`src/rtl/led_sbox_share_compress.sv`:
```
// Receiving end of the masked LED S-box CF layer (d=2).
// A first register captures the 36 expanded shares of a nibble and acts as the
// glitch barrier. The next stage XOR-compresses each group of three CF
// instances into one output share per coordinate. A nibble counter labels the
// outputs and pulses round_done after the last nibble of a round.
// Ports:
//   clk, rst                  rising-edge clock, synchronous active-high reset
//   in_valid/in_ready/in_cf   36-bit expanded shares, bit [9k+i] = CF i of coord k
//   out_valid/out_ready       handshake for the compressed nibble
//   out_s0/out_s1/out_s2      output shares, bit k = coordinate k
//   nib_idx                   index of the nibble on out_s*
//   round_done                one-cycle pulse after nibble NIBBLES-1 is accepted
module led_sbox_share_compress #(
   parameter int unsigned NIBBLES = 16,
   parameter int unsigned CNT_W   = 4
) (
   input  logic             clk,
   input  logic             rst,
   input  logic             in_valid,
   output logic             in_ready,
   input  logic [35:0]      in_cf,
   output logic             out_valid,
   input  logic             out_ready,
   output logic [3:0]       out_s0,
   output logic [3:0]       out_s1,
   output logic [3:0]       out_s2,
   output logic [CNT_W-1:0] nib_idx,
   output logic             round_done
);

   localparam int unsigned CF_W  = 36;
   localparam int unsigned N_CRD = 4;
   localparam int unsigned CF_PER_CRD = 9;
   localparam int unsigned CF_PER_SH  = 3;

   logic              s1_valid_q, s1_valid_d;
   logic [CF_W-1:0]   s1_cf_q, s1_cf_d;
   logic              s2_valid_q, s2_valid_d;
   logic [N_CRD-1:0]  s2_s0_q, s2_s0_d;
   logic [N_CRD-1:0]  s2_s1_q, s2_s1_d;
   logic [N_CRD-1:0]  s2_s2_q, s2_s2_d;
   logic [CNT_W-1:0]  nib_idx_q, nib_idx_d;
   logic              round_done_q, round_done_d;

   logic              s2_load_c;
   logic              s1_load_c;
   logic              out_xfer_c;
   logic              last_nib_c;
   logic [N_CRD-1:0]  cmp_s0_c, cmp_s1_c, cmp_s2_c;

   // Handshake: S1 may refill in the same cycle it drains into S2.
   always_comb begin
      s2_load_c  = s1_valid_q & (~s2_valid_q | out_ready);
      in_ready   = ~s1_valid_q | s2_load_c;
      s1_load_c  = in_valid & in_ready;
      out_xfer_c = s2_valid_q & out_ready;
      last_nib_c = (nib_idx_q == CNT_W'(NIBBLES - 1));
   end

   // Compression reads only the registered shares; groups never mix across j.
   always_comb begin
      cmp_s0_c = '0;
      cmp_s1_c = '0;
      cmp_s2_c = '0;
      for (int k = 0; k < int'(N_CRD); k++) begin
         cmp_s0_c[k] = ^s1_cf_q[CF_PER_CRD*k                 +: CF_PER_SH];
         cmp_s1_c[k] = ^s1_cf_q[CF_PER_CRD*k + CF_PER_SH     +: CF_PER_SH];
         cmp_s2_c[k] = ^s1_cf_q[CF_PER_CRD*k + 2*CF_PER_SH   +: CF_PER_SH];
      end
   end

   // Next-state for both pipeline stages and the nibble counter.
   always_comb begin
      s1_valid_d   = s1_valid_q;
      s1_cf_d      = s1_cf_q;
      s2_valid_d   = s2_valid_q;
      s2_s0_d      = s2_s0_q;
      s2_s1_d      = s2_s1_q;
      s2_s2_d      = s2_s2_q;
      nib_idx_d    = nib_idx_q;
      round_done_d = 1'b0;

      if (s1_load_c) begin
         s1_valid_d = 1'b1;
         s1_cf_d    = in_cf;
      end else if (s2_load_c) begin
         s1_valid_d = 1'b0;
      end

      if (s2_load_c) begin
         s2_valid_d = 1'b1;
         s2_s0_d    = cmp_s0_c;
         s2_s1_d    = cmp_s1_c;
         s2_s2_d    = cmp_s2_c;
      end else if (out_xfer_c) begin
         s2_valid_d = 1'b0;
      end

      if (out_xfer_c) begin
         nib_idx_d    = last_nib_c ? '0 : nib_idx_q + CNT_W'(1);
         round_done_d = last_nib_c;
      end
   end

   always_ff @(posedge clk) begin
      if (rst) begin
         s1_valid_q   <= 1'b0;
         s1_cf_q      <= '0;
         s2_valid_q   <= 1'b0;
         s2_s0_q      <= '0;
         s2_s1_q      <= '0;
         s2_s2_q      <= '0;
         nib_idx_q    <= '0;
         round_done_q <= 1'b0;
      end else begin
         s1_valid_q   <= s1_valid_d;
         s1_cf_q      <= s1_cf_d;
         s2_valid_q   <= s2_valid_d;
         s2_s0_q      <= s2_s0_d;
         s2_s1_q      <= s2_s1_d;
         s2_s2_q      <= s2_s2_d;
         nib_idx_q    <= nib_idx_d;
         round_done_q <= round_done_d;
      end
   end

   assign out_valid  = s2_valid_q;
   assign out_s0     = s2_s0_q;
   assign out_s1     = s2_s1_q;
   assign out_s2     = s2_s2_q;
   assign nib_idx    = nib_idx_q;
   assign round_done = round_done_q;

endmodule
```
`config.mk`:
```
export PLATFORM = sky130hd
export DESIGN_NAME = led_sbox_share_compress
export DESIGN_NICKNAME = d
export VERILOG_FILES = /design/src/rtl/led_sbox_share_compress.sv
export SDC_FILE = /design/constraint.sdc
export NUM_CORES = 1
export LEC_CHECK = 0
export CORE_UTILIZATION = 52
export CTS_CLUSTER_SIZE = 10
export DETAILED_ROUTE_END_ITERATION = 6
export GPL_TIMING_DRIVEN = 0
export PLACE_DENSITY_LB_ADDON = 0.05
export REMOVE_ABC_BUFFERS = 1
export SYNTH_ARGS = -nofsm -noshare
export SYNTH_HDL_FRONTEND = slang
export SYNTH_SLANG_ARGS = --single-unit
export TNS_END_PERCENT = 20
```
`constraint.sdc`:
```
create_clock -name clk -period 2.2 [get_ports clk]
set_input_delay 0.22 -clock clk [delete_from_list [all_inputs] [get_ports clk]]
set_output_delay 0.22 -clock clk [all_outputs]
set_load 0.02 [all_outputs]
```
Word level (Yosys, flattened, before mapping). Cells that the tools add are included.

Flip-flop bits (word level): 55. Input bits: 40. Logic and storage cells: 38.

Add/sub/neg operators: 1. Equality and inequality tests: 1. Muxes and demuxes: 5. Bitwise logic cells: 8. Reductions and logical operators: 15.

Operators by type and width (count): parity 3 bit (12); adder 4 x 1 -> 4 bit (second input constant) (1); equality test 4 bit (second input constant) (1); 2-to-1 mux 1 bit (4); 2-to-1 mux 4 bit (1); nonzero test 2 bit (2); bitwise AND 1 bit (3); NOT 1 bit (3); bitwise OR 1 bit (2); OR reduction 2 bit (1).

Depth between registers and ports, before layout. Gate-level depths: netlist of the first run.

Word-level depth: 6. Mapped depth: 7.

Worst setup path before layout of the first run. No wires, ideal clock.

Path kind: register to register. Start: register s2_valid_q, in the netlist out_valid. End: register s1_cf_q[11]. Setup time: 0.132 ns. Data arrival time: 1.261 ns. Slack: 0.807 ns. Cell stages (with the launch flop): 8. Period minus slack after synthesis: 1.393 ns. Cell sequence: dfxtp_1 -> and3b_1 -> buf_6 -> clkinv_2 -> buf_6 -> buf_6 -> nand3_1 -> a21oi_1.

Cells in the longest elaborated chain, start to end: 5.

RTL lines: start, declared (line 38) `logic s2_valid_q, s2_valid_d;`; start signal, assigned (line 118) `s2_valid_q <= s2_valid_d;`; NOT 1 bit (line 53) `s2_load_c = s1_valid_q & (~s2_valid_q | out_ready);`; bitwise OR 1 bit (line 53); bitwise AND 1 bit (line 53); bitwise OR 1 bit (line 54) `in_ready = ~s1_valid_q | s2_load_c;`; bitwise AND 1 bit (line 55) `s1_load_c = in_valid & in_ready;`; end signal, assigned (line 108) `s1_cf_q <= '0;`; end signal, assigned (line 117) `s1_cf_q <= s1_cf_d;`; end, declared (line 37) `logic [CF_W-1:0] s1_cf_q, s1_cf_d;`.

No other way between the ends. A chain may end at the register's enable or synchronous reset.

Worst setup path in the final report of the first run.
Start: input port out_ready. End: register s2_s2_q[0], in the netlist out_s2[0].

Cells in the longest elaborated chain, start to end: 2.

RTL lines: start, declared (line 23) `input logic out_ready,`; bitwise OR 1 bit (line 53); bitwise AND 1 bit (line 53); end signal, assigned (line 121) `s2_s2_q <= s2_s2_d;`; end, declared (line 41) `logic [N_CRD-1:0] s2_s2_q, s2_s2_d;`.

No other way between the ends.

==> results of run 1 <==
## worst max-delay path: stages
cell and delay [ns]:
sky130_fd_sc_hd__clkdlybuf4s50_1 0.56, sky130_fd_sc_hd__nand2b_1 0.22, sky130_fd_sc_hd__a21oi_1 0.92, sky130_fd_sc_hd__a22o_1 0.28
## registers in the layout, summed over array words and instances (netlist names)
signal / count
nib_idx: 4
out_s0: 4
out_s1: 4
out_s2: 4
out_valid: 1
round_done: 1
s1_cf_q: 36
s1_valid_q: 1
## cell families after synthesis
kind of cell	count (synthesis)	share of synthesized area, %
AO/OA/AOI/OAI	92	22.2
flip-flops	55	47.9
AND/OR/NAND/NOR	53	13.7
XOR/XNOR	25	9.52
buffers and inverters	24	6.15
adder cells (fa/ha/maj)	1	0.544
## layout make-up
type	count	area share (%)
Clock buffer	6	2.47
Clock inverter	1	1.02
Inverter	2	0.681
Multi-Input combinational cell	172	36.5
Sequential cell	55	37.4
Tap cell	50	2.13
Timing Repair Buffer	59	19.7
## report_power, final
part           internal (mW)  switching, mW  total [mW]  leakage (nW)
Sequential              1.05         0.0348        1.08         0.451
Combinational          0.161          0.130       0.291         0.524
Clock                  0.334          0.307       0.641        0.0513
Total                   1.54          0.472        2.02          1.03
## per-stage QoR
step	TNS [ns]	setup slack, ns
2_1_floorplan	0	0.0120
3_3_place_gp	-57.09	-1.36
3_5_place_dp	-34.83	-1.34
4_1_cts	0	0.0271
5_1_grt	0	0.134
6_report	0	0.252
## routing by layer
metal	track usage, %	part of all wire [%]
met1	28.8	44
met2	40.0	49
met3	6.91	6.1
met4	7.81	0.75
met5	0	0
## how the worst max path moves through the flow
stage / from / endpoint / cells past startpoint
finish: out_ready / out_s2[0] / 4
global route: out_ready / out_s2[2] / 4
CTS: out_ready / in_ready / 4
detailed placement: out_ready / in_ready / 4
global placement: out_ready / in_ready / 4
floorplan: out_valid / s1_cf_q[0] / 4
## layout by cell type, fill, tap and decap left out
master	netlist	routed
sky130_fd_sc_hd__clkdlybuf4s50_1	0	55
sky130_fd_sc_hd__dfxtp_1	55	55
sky130_fd_sc_hd__a21oi_1	42	42
sky130_fd_sc_hd__o21ai_0	37	37
sky130_fd_sc_hd__nand3_1	29	29
sky130_fd_sc_hd__xnor2_1	24	24
sky130_fd_sc_hd__a22o_1	12	12
sky130_fd_sc_hd__nand3_2	10	10
sky130_fd_sc_hd__nand2_1	5	5
sky130_fd_sc_hd__clkbuf_8	0	5
sky130_fd_sc_hd__nor2_1	3	3
sky130_fd_sc_hd__buf_2	5	2
sky130_fd_sc_hd__and3b_4	0	1
sky130_fd_sc_hd__clkinv_8	0	1
sky130_fd_sc_hd__inv_1	1	1
sky130_fd_sc_hd__nand2b_1	1	1
sky130_fd_sc_hd__nor2b_1	1	1
sky130_fd_sc_hd__nor3b_2	0	1
sky130_fd_sc_hd__xor2_1	1	1
sky130_fd_sc_hd__a311o_1	1	1
sky130_fd_sc_hd__or3_1	1	1
sky130_fd_sc_hd__nor3_1	1	1
sky130_fd_sc_hd__ha_1	1	1
sky130_fd_sc_hd__bufinv_16	0	1
sky130_fd_sc_hd__clkbuf_1	11	1
sky130_fd_sc_hd__and3b_1	1	1
sky130_fd_sc_hd__dlymetal6s2s_1	0	1
sky130_fd_sc_hd__buf_4	1	1
## repair_timing
action,CTS,global route
setup buffers,1,0
gates cloned,1,0
setup endpoints to repair,38,1
resized for setup,4,1
==> parameters.txt, run 1 <==
Parameter                              Value

Placement
  Placed instance area    0.00281 mm^2
  Dpl cells    336
  Sum of net half-perimeters after detailed placement    2.96 mm
  Last weighted congestion value of the routability-driven placer    0.678
  IO Port Bufs    58

Timing
  Final setup violation count    0
  Final hold vios    0
  Actual slew at the worst max-slew pin    1.17 ns
  Worst hold slack after final layout    0.462 ns
  RSZ-0062 raised after global routing    no
  Post-layout minimum cycle time    1.95 ns
  Largest clock skew in the final design    0.00841 ns
  Max Freq    0.513 GHz
  Worst slew margin relative to its limit    22.2%
  Final worst path period share    88.5%
  Final count of pins violating max slew    0

Synth
  Mapped cell area    0.00230 mm^2
  Sequential share of the synthesized area    47.9%
  Cell types occupying the most area after synthesis    sky130_fd_sc_hd__dfxtp_1, sky130_fd_sc_hd__a21oi_1, sky130_fd_sc_hd__xnor2_1
  FFs w/ async S/R, synth    0%
  Count of mapped cells out of synthesis    250
  Leading area contributor after synthesis    sky130_fd_sc_hd__dfxtp_1
  Count leader, synth    sky130_fd_sc_hd__dfxtp_1
  Most instantiated flip-flop cell in the synthesis netlist    sky130_fd_sc_hd__dfxtp_1
  Commonest cells in the netlist    sky130_fd_sc_hd__dfxtp_1, sky130_fd_sc_hd__a21oi_1, sky130_fd_sc_hd__o21ai_0
  Number of distinct library cell variants in the gate-level netlist after synthesis    26
  Area fraction of the dominant cell type after synthesis    47.9%
  Mean instance size in the synthesized netlist    9.20 um^2
  Post-synthesis register bit count    55
  Total of warnings raised by yosys    0
  EDFF count, synth    0

Clock network
  CTS sink count    55
  Number of H-tree levels    2
  Number of buffers on the longest clock path    2
  Library cell used as clock root buffer    sky130_fd_sc_hd__clkbuf_8
  Clock latency at the later pin of the worst-skew pair    0.31 ns
  CTS tree    built
  Number of clock buffers inserted by TritonCTS    5
  Clock transition at the registers of the reported paths    0.09 ns
  Cts hold-fix bufs    0

Drt
  First-pass iteration count of the detailed router    4
  DRC marker count from the first detailed-route iteration    115
  Routed length per placed instance    14.7 um
  Post-DRT Antenna Nets    0
  Number of vias in the routed layout    1,947
  Drc violations    0
  Sum of routed wire length over all layers    5.06 mm
  Via/cell ratio    5.64

Power
  Power after layout    2.02 mW
  Leak    1.03 nW
  Worst IR Drop VDD    0.000574 V
  PD cells    685 mW/mm^2

Finish
  Post-route cell area    0.00294 mm^2
  Combined area of the multi-input logic cells    0.00107 mm^2
  Fraction of final layout cells with drive strength greater than 1    7.46%
  Net count reported at finish    336
  Area taken by flip-flops and latches    0.00110 mm^2
  Antenna diode count    0
  Final Util    71.5%
  Layout fillers    347
  Area growth from synthesis to layout    27.9%
  Final Instance Count excl. Fillers    345

Global route
  Antenna violations before repair    0
  Pin count of the biggest net entering global routing    46
  Number of global-route vias before repair    1,720
  GRT Residual Overflow    0
  Aggregate global-route resource usage    23.7%
  Wire length of the first global-routing pass    8.07 mm

Worst setup path
  Path type of the worst setup path    primary input to register
  Reg2reg setup slack    0.34 ns
  Largest fanout of any net on the critical path    12
  Origin of the critical flop-to-flop path    out_valid
  Crit. End Element    register
  Data arrival time of the critical path    2.20 ns
  Worst R2R Path Depth    3
  Worst reg2reg endpoint    out_s2[0]
  Required arrival time at the worst endpoint    2.45 ns
  CP startpoint kind    primary input

Status
  Result of the run    finished, final reports clean

Floorplan
  Chip Height    68.5 um
  Overall die area    0.00469 mm^2
  Die outline width    68.5 um
  I/O Pins    59
  Core area    0.00412 mm^2
  Number of placement rows    23
  Initial Utilization    55.9%

Hold path
  Hold Path Sink    s1_cf_q[18]
  Hold Crit Depth    3
  Hold Crit Class    primary input to register
  Hold Crit Start    in_cf[18]

Flow run
  Max Cap Violations    0
Note: power is estimated with default switching activity, not from simulation.
==> run 2, diff against run 1 <==
- CELL_PAD_IN_SITES_DETAIL_PLACEMENT: default -> 0
- CELL_PAD_IN_SITES_GLOBAL_PLACEMENT: default -> 1
- CORE_UTILIZATION: 52 -> 39
==> parameters.txt, run 2 (synthesis results as in run 1) <==
Parameter                              Value

Timing
  Post-layout minimum cycle time    1.95 ns (+0.00527 ns)
  Actual slew at the worst max-slew pin    1.19 ns (+0.0271 ns)
  Final count of pins violating max slew    0 (unchanged)
  Worst slew margin relative to its limit    20.4% (-1.8 points)
  Max Freq    0.512 GHz (-0.27%)
  RSZ-0062 raised after global routing    no
  Largest clock skew in the final design    0.00515 ns (-0.00326 ns)
  Final worst path period share    88.8% (+0.24 points)
  Final setup violation count    0 (unchanged)
  Final hold vios    0 (unchanged)
  Sum Neg Setup Slack    0 ns (unchanged)

Floorplan
  I/O Pins    59 (unchanged)
  Chip Height    78.8 um (+15%)
  Initial Utilization    41.0% (-15 points)
  Die outline width    78.8 um (+15%)
  Overall die area    0.00621 mm^2 (+32%)
  Number of placement rows    27 (+17%)
  Core area    0.00561 mm^2 (+36%)

Drt
  Number of vias in the routed layout    1,891 (-2.9%)
  Drc violations    0 (unchanged)
  Routed length per placed instance    14.0 um (-4.4%)
  Post-DRT Antenna Nets    0 (unchanged)
  Sum of routed wire length over all layers    5.16 mm (+2.0%)
  First-pass iteration count of the detailed router    6 (+2)
  DRC marker count from the first detailed-route iteration    73 (-37%)
  Via/cell ratio    5.14 (-8.9%)

Finish
  Combined area of the multi-input logic cells    0.00107 mm^2 (unchanged)
  Fraction of final layout cells with drive strength greater than 1    7.43% (-0.025 points)
  Area taken by flip-flops and latches    0.00110 mm^2 (unchanged)
  Antenna diode count    0 (unchanged)
  Final Instance Count excl. Fillers    368 (+6.7%)
  Area growth from synthesis to layout    28.2%
  Leading cell types in the layout, fill and taps excluded    sky130_fd_sc_hd__clkdlybuf4s50_1, sky130_fd_sc_hd__dfxtp_1, sky130_fd_sc_hd__a21oi_1
  Register containing the most flip-flops in the final layout    s1_cf_q
  Layout fillers    577 (+66%)
  Net count reported at finish    336 (unchanged)
  Max reg flops    36 (unchanged)

Worst setup path
  Crit. End Element    register
  Cells along the critical path    clkdlybuf4s50_1, nand2b_1, a21oi_1, a22o_1
  Data arrival time of the critical path    2.20 ns (about the same)
  Slowest-stage cell, CP    sky130_fd_sc_hd__a21oi_1
  Required arrival time at the worst endpoint    2.44 ns (about the same)
  CP max stage delay    0.94 ns (+0.02 ns)
  Largest fanout of any net on the critical path    12 (unchanged)
  Path type of the worst setup path    primary input to register
  CP startpoint kind    primary input

Global route
  Wire length of the first global-routing pass    8.52 mm (+5.5%)
  Aggregate global-route resource usage    17.4% (-6.3 points)
  Antenna violations before repair    0 (unchanged)
  GRT Residual Overflow    0 (unchanged)
  Pin count of the biggest net entering global routing    46 (unchanged)
  Number of global-route vias before repair    1,780 (+3.5%)

Clock network
  CTS tree    built
  Clock transition at the registers of the reported paths    0.09 ns (about the same)
  Number of clock buffers inserted by TritonCTS    5 (unchanged)
  Clock latency at the later pin of the worst-skew pair    0.29 ns (-0.02 ns)
  Number of H-tree levels    2 (unchanged)
  Library cell used as clock root buffer    sky130_fd_sc_hd__clkbuf_8
  CTS sink count    55 (unchanged)
  Number of buffers on the longest clock path    2 (unchanged)
  Cts hold-fix bufs    0 (unchanged)

Power
  Worst IR Drop VDD    0.000280 V (-51%)
  Leak    1.02 nW (-0.88%)
  PD cells    644 mW/mm^2 (-5.9%)

Placement
  Last weighted congestion value of the routability-driven placer    0.663 (-2.2%)
  Dpl cells    358 (+6.5%)
  IO Port Bufs    58 (unchanged)
  Sum of net half-perimeters after detailed placement    2.95 mm (-0.33%)

Flow run
  Max Cap Violations    0 (unchanged)

Hold path
  Hold Crit Class    primary input to register

Status
  Result of the run    finished, final reports clean
run 2: cell count changes in the layout (fill, tap and decap cells not counted):
cell | before | now
sky130_fd_sc_hd__clkinv_2 | 0 | 1
sky130_fd_sc_hd__bufinv_16 | 1 | 0
sky130_fd_sc_hd__clkbuf_1 | 1 | 2
run 2: final timing paths:
check	slack, ns	to	depth (start not counted)	from
setup / recovery	0.25	out_s2[3]	4	out_ready
hold / removal	0.47	s1_cf_q[11]	3	in_cf[11]
setup reg to reg	0.33	out_s2[3]	3	out_valid
hold reg to reg	0.48	out_s1[1]	1	out_s1[1]
run 2: critical path, delay by kind of cell:
family	cells	cell delay [ns]
AOI/OAI and AO/OA	2	1.22
buffers and inverters	1	0.55
and+or+nand+nor	1	0.21
run 2: timing repair:
| action | in CTS | in global routing |
|---|---|---|
| setup endpoints to repair | 38 | 1 |
| pin swaps | 0 | 0 |
| cloned | 1 | 0 |
| setup buffers | 1 | 0 |
| resized for setup | 4 | 1 |
run 2: per-stage QoR:
stage	cell area [um^2]	util (%)	hold slack, ns	setup slack [ns]	power (mW)
CTS	2950	52.5	0.465	0.0120	1.93
global route	2950	52.6	0.481	0.116	2.00
finish	2950	52.6	0.475	0.247	1.90
detailed placement	2830	50.5	0.467	-1.46	1.40
floorplan	2170	-	0.289	0.0120	1.24
global placement	2840	50.6	0.462	-1.51	1.40
run 2: cell type report:
class | count | share of cell area, %
Clock buffer | 7 | 2.59
Clock inverter | 1 | 0.170
Inverter | 2 | 0.679
Multi-Input combinational cell | 172 | 36.5
Sequential cell | 55 | 37.4
Tap cell | 72 | 3.06
Timing Repair Buffer | 59 | 19.7
run 2: where the power goes:
group          switching [mW]  leakage, nW  total [mW]  internal (mW)
sequential             0.0347        0.451        1.08           1.05
clock                   0.301       0.0422       0.526          0.224
combinational           0.130        0.524       0.291          0.161
run 2: routing by layer:
layer	part of all wire (%)	GRT usage, %
met3	3.9	3.33
met2	46	29.0
met1	50	23.3
met4	0.50	3.89
met5	0	0
==> run 3, diff against run 2 <==
- GPL_TIMING_DRIVEN: 0 -> default
==> parameters.txt, run 3 (synthesis results as in run 1) <==
Parameter                              Value

Power
  Leak    1.07 nW (+5.4%)
  Portion of total power attributed to combinational logic    14.7% (-0.6 points)
  Internal cell power    1.59 mW (+11%)
  Net load switching power    476 uW (+2.1%)
  Flop pwr share    52.4% (-4.6 points)
  PD cells    681 mW/mm^2 (+5.7%)
  Worst IR Drop VDD    0.000370 V (+32%)
  Clk pwr share    32.9% (+5.2 points)
  Switching part of the total    23.1% (-1.5 points)

Global route
  GRT Residual Overflow    0 (unchanged)
  Wire length of the first global-routing pass    8.41 mm (-1.3%)
  Pin count of the biggest net entering global routing    42 (-8.7%)
  Number of global-route vias before repair    1,791 (+0.62%)
  Antenna violations before repair    0 (unchanged)
  Aggregate global-route resource usage    17.2% (-0.24 points)

Worst setup path
  Cells along the critical path    clkdlybuf4s50_1, and3b_1, clkinv_2, clkdlybuf4s50_1
  Largest fanout of any net on the critical path    7 (-5)
  Path type of the worst setup path    primary input to output port
  CP startpoint kind    primary input
  Crit path from    out_ready
  CP max stage delay    0.60 ns (-0.34 ns)
  Required arrival time at the worst endpoint    1.98 ns (-0.46 ns)
  Data arrival time of the critical path    1.73 ns (-0.47 ns)
  Dominant cell type by count on the critical path    sky130_fd_sc_hd__clkdlybuf4s50_1
  Crit. End Element    output port
  Worst reg2reg endpoint    s1_cf_q[30]
  Slowest-stage cell, CP    sky130_fd_sc_hd__clkdlybuf4s50_1
  Origin of the critical flop-to-flop path    out_valid
  Reg2reg setup slack    0.71 ns (+0.38 ns)
  Worst R2R Path Depth    5 (+2)

Finish
  Max reg flops    36 (unchanged)
  Fraction of final layout cells with drive strength greater than 1    10.2% (+2.8 points)
  Area growth from synthesis to layout    31.8%
  Net count reported at finish    344 (+2.4%)
  Final Util    54.0% (+1.5 points)
  Leading cell types in the layout, fill and taps excluded    sky130_fd_sc_hd__clkdlybuf4s50_1, sky130_fd_sc_hd__dfxtp_1, sky130_fd_sc_hd__a21oi_1
  Final Instance Count excl. Fillers    376 (+2.2%)
  Layout fillers    568 (-1.6%)
  Antenna diode count    0 (unchanged)
  Register containing the most flip-flops in the final layout    s1_cf_q
  Commonest non-fill, non-tap cell in the layout    sky130_fd_sc_hd__clkdlybuf4s50_1

Clock network
  Number of H-tree levels    2 (unchanged)
  Resized cells post-CTS    0 (-4)
  Count of buffers added by post-CTS timing repair for setup    0 (-1)
  CTS sink count    55 (unchanged)
  Library cell used as clock root buffer    sky130_fd_sc_hd__clkbuf_8
  Number of buffers on the longest clock path    2 (unchanged)
  Number of clock buffers inserted by TritonCTS    5 (unchanged)
  Cts hold-fix bufs    0 (unchanged)
  CTS tree    built
  Clock transition at the registers of the reported paths    0.10 ns (about the same)
  Clock latency at the later pin of the worst-skew pair    0.29 ns (about the same)

Drt
  First-pass iteration count of the detailed router    4 (-2)
  Routed length per placed instance    13.3 um (-5.1%)
  Via/cell ratio    5.08 (-1.1%)
  Post-DRT Antenna Nets    0 (unchanged)
  Sum of routed wire length over all layers    5.01 mm (-3.0%)
  Drc violations    0 (unchanged)
  Number of vias in the routed layout    1,910 (+1.0%)
  DRC marker count from the first detailed-route iteration    78 (+6.8%)

Floorplan
  Core area    0.00561 mm^2 (unchanged)
  Die outline width    78.8 um (unchanged)
  Overall die area    0.00621 mm^2 (unchanged)
  Number of placement rows    27 (unchanged)
  I/O Pins    59 (unchanged)
  Chip Height    78.8 um (unchanged)
  Initial Utilization    41.0% (unchanged)

Placement
  IO Port Bufs    58 (unchanged)
  Worst setup timing slack at the placement stage    0.250 ns (+1.71 ns)
  Dpl cells    368 (+2.8%)
  Sum of net half-perimeters after detailed placement    3.30 mm (+12%)
  Last weighted congestion value of the routability-driven placer    0.704 (+6.3%)

Timing
  Max Freq    0.514 GHz (+0.34%)
  RSZ-0062 raised after global routing    no
  Post-layout minimum cycle time    1.95 ns (-0.00666 ns)
  Final worst path period share    88.5% (-0.30 points)
  Final worst slack    0.253 ns (+0.00666 ns)
  Final setup violation count    0 (unchanged)
  Largest clock skew in the final design    0.00595 ns (+0.000800 ns)
  Actual slew at the worst max-slew pin    0.744 ns (-0.450 ns)
  Worst slew margin relative to its limit    50.2% (+30 points)
  Final count of pins violating max slew    0 (unchanged)
  Worst hold slack after final layout    0.153 ns (-0.321 ns)
  Sum Neg Setup Slack    0 ns (unchanged)
  Final hold vios    0 (unchanged)

Status
  Result of the run    finished, final reports clean

Hold path
  Hold Path Sink    s1_cf_q[6]
  Hold Crit Depth    2 (-1)
  Hold Crit Class    primary input to register
  Hold Crit Start    rst

Flow run
  Max Cap Violations    0 (unchanged)
==> run 3: cell types whose count changed in the layout (fill, tap and decap cells not counted), sizes merged <==
| cell | previous run | this run |
|---|---|---|
| clkdlybuf4s50 | 55 | 57 |
| dlymetal6s2s | 1 | 0 |
| bufinv | 0 | 1 |
| buf | 3 | 11 |
| clkbuf | 7 | 6 |
| and3b | 2 | 1 |
==> run 3: worst max-delay path: cells and delay by family <==
kind | cells | cell delay, ns
buffers and inverters | 3 | 1.27
and+or+nand+nor | 1 | 0.24
==> run 3: worst max-delay path by stage <==
stage                 end  slack [ns]
3_5_place_dp     in_ready        0.25
6_report         in_ready        0.25
5_1_grt          in_ready        0.18
4_1_cts          in_ready        0.24
2_1_floorplan  s1_cf_q[0]        0.01
3_3_place_gp     in_ready        0.24
==> run 3: per-stage QoR <==
stage          power (mW)  area, um^2
2_1_floorplan        1.24        2170
3_3_place_gp         1.41        2910
3_5_place_dp         1.41        2910
4_1_cts              2.09        3030
5_1_grt              2.16        3030
6_report             2.06        3030
==> run 3: area by class of cell <==
cell class,count,area (um^2),share of cell area (%)
Tap cell,72,90.1,2.97
Timing Repair Buffer,68,651,21.5
Clock inverter,2,35.0,1.16
Clock buffer,6,82.6,2.73
Sequential cell,55,1100,36.3
Multi-Input combinational cell,171,1060,35.1
Inverter,2,8.76,0.289
==> run 3: power groups by stage <==
stage	Clock [mW]	Sequential, mW	Combinational, mW
after floorplan	0	1.12	0.127
after global placement	0	1.10	0.304
after detailed placement	0	1.10	0.307
after CTS	0.703	1.08	0.308
after global routing	0.734	1.09	0.335
final	0.680	1.08	0.303
==> run 3: routing by layer <==
layer / global-route usage [%] / routed length (um) / vias to the layer above
met5: 0 / 0 / -
li1: - / - / 988
met2: 27.9 / 2240 / 38
met1: 23.4 / 2540 / 880
met4: 3.89 / 34 / 0
met3: 3.56 / 188 / 4
